[config.mk]
export PLATFORM = sky130hd
export DESIGN_NAME = paicore_recv_merge_flat
export DESIGN_NICKNAME = d
export VERILOG_FILES = /design/src/rtl/paicore_rx_pkg.sv /design/src/rtl/paicore_recv_merge_if.sv /design/src/rtl/paicore_rx_hs_channel.sv /design/src/rtl/paicore_recv_merge.sv /design/src/flat_wrapper.sv
export SDC_FILE = /design/constraint.sdc
export NUM_CORES = 2
export LEC_CHECK = 0
export ABC_AREA = 1
export CORE_MARGIN = 8
export CORE_UTILIZATION = 55
export CTS_CLUSTER_DIAMETER = 100
export DETAILED_ROUTE_END_ITERATION = 7
export PLACE_DENSITY = 0.75
export SLEW_MARGIN = 5
export SYNTH_ARGS = -nofsm -noshare
export SYNTH_HDL_FRONTEND = slang
export SYNTH_SLANG_ARGS = --single-unit
[constraint.sdc]
create_clock -name clk -period 36 [get_ports clk]
set_input_delay 5.4 -clock clk [delete_from_list [all_inputs] [get_ports clk]]
set_output_delay 5.4 -clock clk [all_outputs]
set_load 0.01 [all_outputs]
[src/rtl/paicore_rx_pkg.sv]
// Shared types and constants for the PAICORE receive merge path.
// The channel FSM state, the FIFO depth and the beat that closes a transfer on idle timeout.
package paicore_rx_pkg;

  localparam int WORD_W     = 32;
  localparam int FIFO_DEPTH = 2;

  typedef enum logic {
    IDLE,
    ACKED
  } ch_state_e;

  localparam logic [2*WORD_W-1:0] TERM_BEAT = {(2*WORD_W){1'b1}};

endpackage

[src/rtl/paicore_recv_merge_if.sv]
// Chip-side request/acknowledge bundle plus the merged AXI-Stream output.
// The master modport is the receiver's view; the slave modport is the chip and the stream sink together.
interface paicore_recv_merge_if
  import paicore_rx_pkg::*;
#(
  parameter int Channel    = 4,
  parameter int DATA_WIDTH = 64
);

  logic [Channel-1:0]        request;
  logic [Channel*WORD_W-1:0] din;
  logic [Channel-1:0]        acknowledge;
  logic                      m_axis_tready;
  logic [DATA_WIDTH-1:0]     m_axis_tdata;
  logic                      m_axis_tlast;
  logic                      m_axis_tvalid;

  modport master (
    input  request, din, m_axis_tready,
    output acknowledge, m_axis_tdata, m_axis_tlast, m_axis_tvalid
  );

  modport slave (
    output request, din, m_axis_tready,
    input  acknowledge, m_axis_tdata, m_axis_tlast, m_axis_tvalid
  );

endinterface

[src/rtl/paicore_rx_hs_channel.sv]
// One chip channel: request synchronizer, 4-phase handshake FSM, word-pair packer and 2-entry beat FIFO.
// Ack rises 1 clk after the synchronized request; a full FIFO withholds ack, which is the only chip backpressure.
module paicore_rx_hs_channel
  import paicore_rx_pkg::*;
#(
  parameter int SYNC_STAGES = 2
)
(
  input  logic                  clk,
  input  logic                  rst,
  input  logic                  en,
  input  logic                  request,
  input  logic [WORD_W-1:0]     din,
  output logic                  acknowledge,
  input  logic                  pop,
  input  logic                  drop,
  output logic                  vld,
  output logic [2*WORD_W-1:0]   dat,
  output logic                  busy,
  output logic                  lone
);

  logic [SYNC_STAGES-1:0] sync_q;
  logic                   req_s;
  ch_state_e              state_q, state_d;
  logic                   sel_q;
  logic [WORD_W-1:0]      word0_q, word1_q;
  logic [2*WORD_W-1:0]    mem_q [FIFO_DEPTH];
  logic                   wr_ptr_q, rd_ptr_q;
  logic [1:0]             cnt_q;
  logic                   full, accept, release_hs, push;

  always_ff @(posedge clk or posedge rst) begin
    if (rst) begin
      sync_q <= '0;
    end else begin
      sync_q[0] <= request;
      for (int s = 1; s < SYNC_STAGES; s++) sync_q[s] <= sync_q[s-1];
    end
  end

  assign req_s = sync_q[SYNC_STAGES-1];
  assign full  = (cnt_q == 2'(FIFO_DEPTH));

  always_comb begin
    state_d    = state_q;
    accept     = 1'b0;
    release_hs = 1'b0;
    case (state_q)
      IDLE: begin
        if (req_s && en && !full) begin
          accept  = 1'b1;
          state_d = ACKED;
        end
      end
      ACKED: begin
        // ien is not consulted here so a started handshake always returns to zero
        if (!req_s) begin
          release_hs = 1'b1;
          state_d    = IDLE;
        end
      end
      default: state_d = IDLE;
    endcase
  end

  assign push = release_hs && sel_q;

  always_ff @(posedge clk or posedge rst) begin
    if (rst) state_q <= IDLE;
    else     state_q <= state_d;
  end

  always_ff @(posedge clk or posedge rst) begin
    if (rst) begin
      sel_q   <= 1'b0;
      word0_q <= '0;
      word1_q <= '0;
    end else if (accept) begin
      if (sel_q) word1_q <= din;
      else       word0_q <= din;
    end else if (release_hs) begin
      sel_q <= ~sel_q;
    end else if (drop) begin
      sel_q <= 1'b0;
    end
  end

  always_ff @(posedge clk or posedge rst) begin
    if (rst) begin
      for (int e = 0; e < FIFO_DEPTH; e++) mem_q[e] <= '0;
      wr_ptr_q <= 1'b0;
      rd_ptr_q <= 1'b0;
      cnt_q    <= '0;
    end else begin
      if (push) begin
        mem_q[wr_ptr_q] <= {word1_q, word0_q};
        wr_ptr_q        <= ~wr_ptr_q;
      end
      if (pop) rd_ptr_q <= ~rd_ptr_q;
      case ({push, pop})
        2'b10:   cnt_q <= cnt_q + 2'd1;
        2'b01:   cnt_q <= cnt_q - 2'd1;
        default: cnt_q <= cnt_q;
      endcase
    end
  end

  assign acknowledge = (state_q == ACKED);
  assign vld         = (cnt_q != 2'd0);
  assign dat         = mem_q[rd_ptr_q];
  assign busy        = (state_q != IDLE) || (req_s && en);
  assign lone        = sel_q;

endmodule

[src/rtl/paicore_recv_merge.sv]
// Round-robin merge of the PAICORE channels onto one AXI-Stream master with length/timeout tlast.
// FIFO push to tvalid is 1 clk; the output register reloads on the accepting cycle, so no bubble under ready.
module paicore_recv_merge
  import paicore_rx_pkg::*;
#(
  parameter int Channel     = 4,
  parameter int DATA_WIDTH  = 64,
  parameter int SYNC_STAGES = 2,
  parameter int TIMEOUT_W   = 16
)
(
  input  logic                    clk,
  input  logic                    rst,
  input  logic [Channel-1:0]      ien,
  input  logic                    rx_start,
  input  logic [31:0]             recv_len,
  input  logic [TIMEOUT_W-1:0]    rx_timeout,
  paicore_recv_merge_if.master    bus,
  output logic [31:0]             data_cnt,
  output logic [31:0]             drop_cnt,
  output logic                    o_rx_done
);

  localparam int IDX_W = (Channel > 1) ? $clog2(Channel) : 1;

  logic [Channel-1:0]    ch_vld, ch_pop, ch_busy, ch_lone, ack;
  logic [DATA_WIDTH-1:0] ch_dat [Channel];

  logic [IDX_W-1:0]      last_gnt_q, gnt_idx, cand;
  logic                  gnt_vld;
  logic                  armed_q;
  logic [31:0]           beats_popped_q;
  logic [TIMEOUT_W-1:0]  idle_cnt_q;
  logic                  out_vld_q, out_last_q;
  logic [DATA_WIDTH-1:0] out_dat_q;
  logic                  hs, pop, is_last, idle_cond, tmo_fire;
  logic [31:0]           lone_cnt;

  for (genvar i = 0; i < Channel; i++) begin : g_ch
    paicore_rx_hs_channel #(.SYNC_STAGES(SYNC_STAGES)) u_ch (
      .clk         (clk),
      .rst         (rst),
      .en          (ien[i]),
      .request     (bus.request[i]),
      .din         (bus.din[WORD_W*i +: WORD_W]),
      .acknowledge (ack[i]),
      .pop         (ch_pop[i]),
      .drop        (tmo_fire),
      .vld         (ch_vld[i]),
      .dat         (ch_dat[i]),
      .busy        (ch_busy[i]),
      .lone        (ch_lone[i])
    );
  end

  // Descending scan so the nearest channel after the last grant wins
  always_comb begin
    gnt_vld = 1'b0;
    gnt_idx = '0;
    cand    = '0;
    for (int k = Channel; k >= 1; k--) begin
      cand = IDX_W'((int'(last_gnt_q) + k) % Channel);
      if (ch_vld[cand]) begin
        gnt_vld = 1'b1;
        gnt_idx = cand;
      end
    end
  end

  always_comb begin
    lone_cnt = '0;
    for (int i = 0; i < Channel; i++) lone_cnt = lone_cnt + {31'd0, ch_lone[i]};
  end

  assign hs        = out_vld_q && bus.m_axis_tready;
  assign pop       = armed_q && !rx_start && gnt_vld && (!out_vld_q || bus.m_axis_tready);
  assign ch_pop    = pop ? (Channel'(1) << gnt_idx) : '0;
  assign is_last   = (recv_len != 32'd0) && (beats_popped_q + 32'd1 == recv_len);
  assign idle_cond = armed_q && (beats_popped_q != 32'd0) && (ch_vld == '0) && !out_vld_q
                     && (ch_busy == '0) && (rx_timeout != '0);
  assign tmo_fire  = idle_cond && !rx_start && (idle_cnt_q == rx_timeout - TIMEOUT_W'(1));

  always_ff @(posedge clk or posedge rst) begin
    if (rst) begin
      out_vld_q  <= 1'b0;
      out_last_q <= 1'b0;
      out_dat_q  <= '0;
      last_gnt_q <= IDX_W'(Channel - 1);
    end else if (pop) begin
      out_vld_q  <= 1'b1;
      out_last_q <= is_last;
      out_dat_q  <= ch_dat[gnt_idx];
      last_gnt_q <= gnt_idx;
    end else if (tmo_fire) begin
      out_vld_q  <= 1'b1;
      out_last_q <= 1'b1;
      out_dat_q  <= TERM_BEAT;
    end else if (hs) begin
      out_vld_q  <= 1'b0;
    end
  end

  always_ff @(posedge clk or posedge rst) begin
    if (rst) begin
      armed_q        <= 1'b1;
      beats_popped_q <= '0;
      idle_cnt_q     <= '0;
      data_cnt       <= '0;
      drop_cnt       <= '0;
      o_rx_done      <= 1'b0;
    end else if (rx_start) begin
      // A beat accepted on this cycle already belongs to the new transfer
      armed_q        <= 1'b1;
      beats_popped_q <= '0;
      idle_cnt_q     <= '0;
      data_cnt       <= hs ? 32'd1 : 32'd0;
      drop_cnt       <= '0;
      o_rx_done      <= 1'b0;
    end else begin
      if ((pop && is_last) || tmo_fire) armed_q <= 1'b0;
      if (pop) beats_popped_q <= beats_popped_q + 32'd1;
      if (!idle_cond || tmo_fire) idle_cnt_q <= '0;
      else                        idle_cnt_q <= idle_cnt_q + TIMEOUT_W'(1);
      if (hs) data_cnt <= data_cnt + 32'd1;
      if (tmo_fire) drop_cnt <= drop_cnt + lone_cnt;
      if (hs && out_last_q) o_rx_done <= 1'b1;
    end
  end

  assign bus.acknowledge   = ack;
  assign bus.m_axis_tvalid = out_vld_q;
  assign bus.m_axis_tlast  = out_last_q;
  assign bus.m_axis_tdata  = out_dat_q;

endmodule

[src/flat_wrapper.sv]
// flat-port wrapper written by rule: the top's interface ports become plain ports
module paicore_recv_merge_flat import paicore_rx_pkg::*;
#(
  parameter int Channel     = 4,
  parameter int DATA_WIDTH  = 64,
  parameter int SYNC_STAGES = 2,
  parameter int TIMEOUT_W   = 16
)
  (clk, rst, ien, rx_start, recv_len, rx_timeout, data_cnt, drop_cnt, o_rx_done, bus_request, bus_din, bus_m_axis_tready, bus_acknowledge, bus_m_axis_tdata, bus_m_axis_tlast, bus_m_axis_tvalid);
  paicore_recv_merge_if #(.Channel(Channel), .DATA_WIDTH(DATA_WIDTH)) bus_i ();
  input  logic clk;
  input  logic rst;
  input  logic [Channel-1:0] ien;
  input  logic rx_start;
  input  logic [31:0] recv_len;
  input  logic [TIMEOUT_W-1:0] rx_timeout;
  output logic [31:0] data_cnt;
  output logic [31:0] drop_cnt;
  output logic o_rx_done;
  input wire logic [$bits(bus_i.request)-1:0] bus_request;
  input wire logic [$bits(bus_i.din)-1:0] bus_din;
  input wire logic [$bits(bus_i.m_axis_tready)-1:0] bus_m_axis_tready;
  output wire logic [$bits(bus_i.acknowledge)-1:0] bus_acknowledge;
  output wire logic [$bits(bus_i.m_axis_tdata)-1:0] bus_m_axis_tdata;
  output wire logic [$bits(bus_i.m_axis_tlast)-1:0] bus_m_axis_tlast;
  output wire logic [$bits(bus_i.m_axis_tvalid)-1:0] bus_m_axis_tvalid;
  assign bus_i.request = bus_request;
  assign bus_i.din = bus_din;
  assign bus_i.m_axis_tready = bus_m_axis_tready;
  assign bus_acknowledge = bus_i.acknowledge;
  assign bus_m_axis_tdata = bus_i.m_axis_tdata;
  assign bus_m_axis_tlast = bus_i.m_axis_tlast;
  assign bus_m_axis_tvalid = bus_i.m_axis_tvalid;
  paicore_recv_merge #(.Channel(Channel), .DATA_WIDTH(DATA_WIDTH), .SYNC_STAGES(SYNC_STAGES), .TIMEOUT_W(TIMEOUT_W)) u_core (.clk(clk), .rst(rst), .ien(ien), .rx_start(rx_start), .recv_len(recv_len), .rx_timeout(rx_timeout), .bus(bus_i), .data_cnt(data_cnt), .drop_cnt(drop_cnt), .o_rx_done(o_rx_done));
endmodule
* After elaboration in Yosys (flattened, before gate mapping)
Cells that the tools add are included.
** Storage, ports and cells
- Input bits :: 188
- Output and inout port bits :: 135
- Register bits after elaboration :: 982
- Word-level logic and storage cells :: 308
** Operators by class
- Eq/ne operators :: 14
- Mux-type cells :: 97
- Add/subtract/negate cells :: 20
- Reduce and logical (&&, ||, !) cells :: 80
- $lt $le $gt $ge :: 17
- Shifts and indexed selects :: 1
- Bitwise gates (word level) :: 29
** Operators by type and width (number)
- $mux W64 :: 20
- $bwmux W128 :: 4
- $demux W64 S1 :: 4
- $mux W32 :: 6
- $bmux W64 S2 :: 1
- $add A32 B1 Y32 :: 2
- $add A32 B1 Y32 const B :: 2
- $reduce_bool A32 Y1 :: 2
- $mux W1 :: 43
- $reduce_bool A2 Y1 :: 18
- $add A32 B32 Y32 :: 1
- $eq A32 B32 Y1 :: 1
- $mux W16 :: 2
- $logic_and A1 B1 Y1 :: 30
- $reduce_and A2 Y1 :: 12
- $not A1 Y1 :: 20
- $add A16 B1 Y16 const B :: 1
- $eq A16 B16 Y1 :: 1
- $eq A2 B2 Y1 const B :: 8
- $ge A2 B2 Y1 const B :: 8
- $not A1 Y2 :: 8
- $pmux W2 S2 :: 4
- $reduce_bool A16 Y1 :: 1
- $sub A16 B1 Y16 const B :: 1
- 18 further kinds :: 58

* Logic depth before layout (Yosys ltp)
- Depth after elaboration :: 13
- Depth in mapped cells :: 18
- Mapped depth without buffers :: 17

* Hierarchy
Synthesis repeated with hierarchy kept, for this count alone.
** Second synthesis, totals
- Cell total of the unflattened synthesis :: 5498
- Area, all modules :: 49334.8 sq um
** By module, submodules not included
- paicore_rx_hs_channel :: instances 4, cells an instance 873, seq. area each 5004.8 sq um, area each 9078.7 sq um
- paicore_recv_merge :: instances 1, cells an instance 2006, seq. area each 4558.1 sq um, area each 13020.0 sq um

* Worst setup path before layout
No wires, ideal clock.
- Path kind :: input to register
- Start :: input port rx_start
- End :: register u_core.g_ch[2].u_ch.cnt_q[1]
- Required time :: 35869 ps
- Setup slack :: 28834 ps
- Buffers on the path :: 2
- Cell stages on the path :: 13
- Arrival time :: 7035 ps
- Setup time :: 131 ps
- Path through :: buf_2 > inv_1 > o21ai_0 > nor2_1 > nand2_2 > nor2_4 > buf_4 > nand2_1 > inv_1 > ha_1 > a21oi_1 > o21ai_0 > xor2_1
** On the way
- Longest elaborated chain between the ends :: 7
- Elaborated cells on any way between the ends :: 9
- Those cells by class :: 2 x eq/ne; 2 x mux; 5 x reduce/logical
** RTL lines
- start: declaration :: line flat_wrapper.sv:14 : input logic rx_start;
- $logic_not A1 Y1 (*) :: line paicore_recv_merge.sv:76 : assign pop = armed_q && !rx_start && gnt_vld && (!out_vld_q || bus.m_axis_tready);
- $logic_and A1 B1 Y1 (*) (3 in series) :: line paicore_recv_merge.sv:76
- $mux W4 (*) :: line paicore_recv_merge.sv:77 : assign ch_pop = pop ? (Channel'(1) << gnt_idx) : '0;
- named net u_core.g_ch[2].u_ch.pop :: line paicore_rx_hs_channel.sv:15 : input logic pop,
- $eq A2 B1 Y1 or $eq A2 B2 Y1 (tied branches) :: line paicore_rx_hs_channel.sv:101 : case ({push, pop})
- $pmux W2 S2 or $reduce_bool A2 Y1 (tied branches)
- end signal: assignment :: line paicore_rx_hs_channel.sv:102 : 2'b10: cnt_q <= cnt_q + 2'd1;
- end signal: assignment :: line paicore_rx_hs_channel.sv:103 : 2'b01: cnt_q <= cnt_q - 2'd1;
- end signal: assignment :: line paicore_rx_hs_channel.sv:104 : default: cnt_q <= cnt_q;
- end: declaration :: line paicore_rx_hs_channel.sv:30 : logic [1:0] cnt_q;
The timed path passes the listed nets; every way through them passes the cells marked *.
A chain may end at the register's enable or synchronous reset.

* Worst setup path after layout
Ends and elaborated chain as after synthesis.

==> run metrics <==
Finished Core Util 64.31%; CP peak stage delay 460 ps; die span in x 302.8 µm; initial antenna violation count 0; DR vias 37070; initial core utilization 55.36%; fmax 120.3 MHz; Overflow after GRT 0; post-synthesis average cell area 8.440 µm²; maximum VDD drop 91.08 µV; hold_ws 349.2 ps; Top Family by Delay on Critical Path buffers and inverters; CP startpoint kind input port; Pre-antenna DRT Iters 7; first-pass GRT wire length 208700 µm; Max Used Layer met4; layout cells sized above 1 4.494%; Worst Path Buf+Inv 7; largest family of logic cells by synthesized area simple AND/OR/NAND/NOR gates; Pleak 0.02584 µW; Final Skew 36.09 ps; MaxCap Viol Count 0; CTS clk-pin slew, worst paths 60 ps; worst min path class flop to flop; Crit-path slowest cell buf_4; WL final 134700 µm; adder-cell share of the synthesized area 0.5034%; synth warn 0; Final ANT Viol Nets 0; # rows 105; Min Clock Period, post-route 8314 ps; CTS tree built; cts bufs inserted 100; DRT iter0 DRCs 3864; vias in the first global route 36270; synthesis-stage register bit count 982; Synth Area in Compound Gates 10.14%; WP data arrival 8850 ps; status completed; post-synthesis xor/xnor area fraction 1.629%; design area 52550 µm²; power per cell area 93.11 nW/µm²; Final TNS setup 0 ps; via/cell ratio 5.530; Metal-1 WL 54110 µm; # fillers 6877; nets@finish 5759; htree depth 3; R2R setup slack 32250 ps; Slew Limit Headroom 21.21%; die area 91680 µm²; post-CTS sizing 0; postcts setup bufs 0; wire length on met3 10030 µm; drt drc 0; clock sink count 982; Cells after Synth 5360; post-synthesis mux area share 5.665%; final setup fails 0; Synth Area in Simple Gates 20.53%; PnR worst setup slack 27690 ps; total global-route track usage 29.28%; Final HPWL DP 94180 µm; max-slew violations 0; syn_nets 5565; critical path type input port to flop; CP Data Required Time 36530 ps; dpl ws 27060 ps; Clock Path Buffers 3; Netlist Area Pre-Place 45240 µm²; core area 81720 µm²; WL/cell 20.10 µm; worst skew pair latency 680 ps; crit end category flop; Worst Tran Pin Value 1182 ps; unrepaired setup endpoints after global routing false; hold_buf cts 0; final hold viol count 0; port bufs 322; Die Height 302.8 µm; GPL Wtd Cong 0.9473; largest net degree at the start of global routing 189; Netlist cell types 47; post-route clock period utilization 23.09%; P&R area growth vs syn 16.16%; Root Driver clkbuf_16; I/O pin cnt 323; CP Cell Sequence clkdlybuf4s50_1 > buf_4 > inv_1 > buf_4 > o21ai_0 > nor2_1 > nand2_2 > buf_4 > nor2_4 > buf_4 > nand2_1 > inv_1 > ha_1 > a21oi_1 > o21ai_0 > xor2_1; sequential area share after synthesis 54.33%; placed instance area 49070 µm²; met2 routed WL 62110 µm; Worst path most repeated cell buf_4; CP max FO 53
## logic make-up after synthesis
logic type / count (synthesis)
mux: 256
xor+xnor: 81
compound gates: 903
fa+ha+maj: 17
buf+inv: 827
simple gates: 2294
flops: 982
## flip-flops by register name, summed over array words and instances, names as in the netlist
name                          flops
u_core.armed_q                    1
u_core.beats_popped_q            32
u_core.bus.m_axis_tdata          64
u_core.bus.m_axis_tlast           1
u_core.bus.m_axis_tvalid          1
u_core.data_cnt                  32
u_core.drop_cnt                  32
u_core.g_ch.u_ch.acknowledge      4
u_core.g_ch.u_ch.cnt_q            8
u_core.g_ch.u_ch.lone             4
u_core.g_ch.u_ch.mem_q          512
u_core.g_ch.u_ch.rd_ptr_q         4
u_core.g_ch.u_ch.sync_q           8
u_core.g_ch.u_ch.word0_q        128
u_core.g_ch.u_ch.word1_q        128
u_core.g_ch.u_ch.wr_ptr_q         4
u_core.idle_cnt_q                16
u_core.last_gnt_q                 2
u_core.o_rx_done                  1
## final timing paths
path | startpoint | to | cells after the start
min reg2reg | u_core.g_ch[1].u_ch.sync_q[0] | u_core.g_ch[1].u_ch.sync_q[1] | 0
max | rx_start | u_core.g_ch[2].u_ch.cnt_q[1] | 16
min | u_core.g_ch[1].u_ch.sync_q[0] | u_core.g_ch[1].u_ch.sync_q[1] | 0
max reg2reg | u_core.last_gnt_q[0] | u_core.bus.m_axis_tdata[41] | 16
min in group asynchronous | rst | u_core.g_ch[1].u_ch.word1_q[14] | 2
max in group asynchronous | rst | u_core.g_ch[0].u_ch.mem_q[108] | 4
## layout by cell type (no fill, tap or decap), drive strengths merged
cell type / instances
nand2: 1628
xnor3: 2
dfstp: 3
o21ai: 824
o211a: 1
ha: 15
a21oi: 41
xor2: 54
a31oi: 2
o21a: 2
o211ai: 2
nor4b: 1
nor3: 52
bufinv: 8
clkdlybuf4s50: 322
xnor2: 25
nor2: 282
fa: 2
inv: 561
clkinv: 19
nor4: 16
nand3b: 12
clkinvlp: 4
o31ai: 4
a211oi: 1
nand3: 256
or2: 6
clkbuf: 144
a21o: 4
and3: 2
nor3b: 2
nand4: 33
diode: 4
buf: 39
and2: 4
mux2i: 256
o22ai: 22
dfrtp: 979
## cells in the mapped netlist (all sizes together)
library cell | count | area share [%]
a211oi | 1 | 0.017
a21o | 4 | 0.066
a21oi | 41 | 0.45
a31oi | 2 | 0.028
and2 | 4 | 0.055
and3 | 2 | 0.028
buf | 63 | 0.85
clkbuf | 206 | 1.7
dfrtp | 979 | 54
dfstp | 3 | 0.17
fa | 2 | 0.089
ha | 15 | 0.41
inv | 558 | 4.6
mux2i | 256 | 5.7
nand2 | 1628 | 14
nand3 | 256 | 2.9
nand3b | 12 | 0.20
nand4 | 33 | 0.46
nor2 | 282 | 2.4
nor3 | 52 | 0.62
nor3b | 2 | 0.033
nor4 | 16 | 0.22
nor4b | 1 | 0.019
o211a | 1 | 0.022
o211ai | 2 | 0.033
o21a | 2 | 0.033
o21ai | 824 | 9.1
o22ai | 22 | 0.30
o31ai | 4 | 0.066
or2 | 6 | 0.083
xnor2 | 25 | 0.48
xnor3 | 2 | 0.10
xor2 | 54 | 1.0
## metrics by stage
step           cells  total power (µW)
2_1_floorplan   5360              3021
3_3_place_gp    6522              3714
3_5_place_dp    6522              3772
4_1_cts         6700              4874
5_1_grt         6700              5178
6_report        6704              4893
## cell type report
type                            count  area (µm²)  share of cell area, %
Clock buffer                      144        2989                  5.688
Multi-Input combinational cell   3551       17490                  33.28
Inverter                          558        2105                  4.005
Sequential cell                   982       24590                  46.80
Timing Repair Buffer              361        3553                  6.762
Tap cell                         1070        1339                  2.548
Antenna cell                        4       10.01                0.01905
Clock inverter                     34       474.2                 0.9024
## metal layers
metal	vias to the layer above	GRT usage, %
met1	17920	37.76
met4	0	16.43
li1	17520	-
met5	-	0
met3	293	6.005
met2	1345	46.21
## power breakdown
part,leakage [µW],switching [µW],internal (µW),total [µW]
Sequential,0.0126,310,1560,1870
Combinational,0.0115,1310,632,1940
Clock,0.00170,445,635,1080
(Power assumes the default switching activity.)
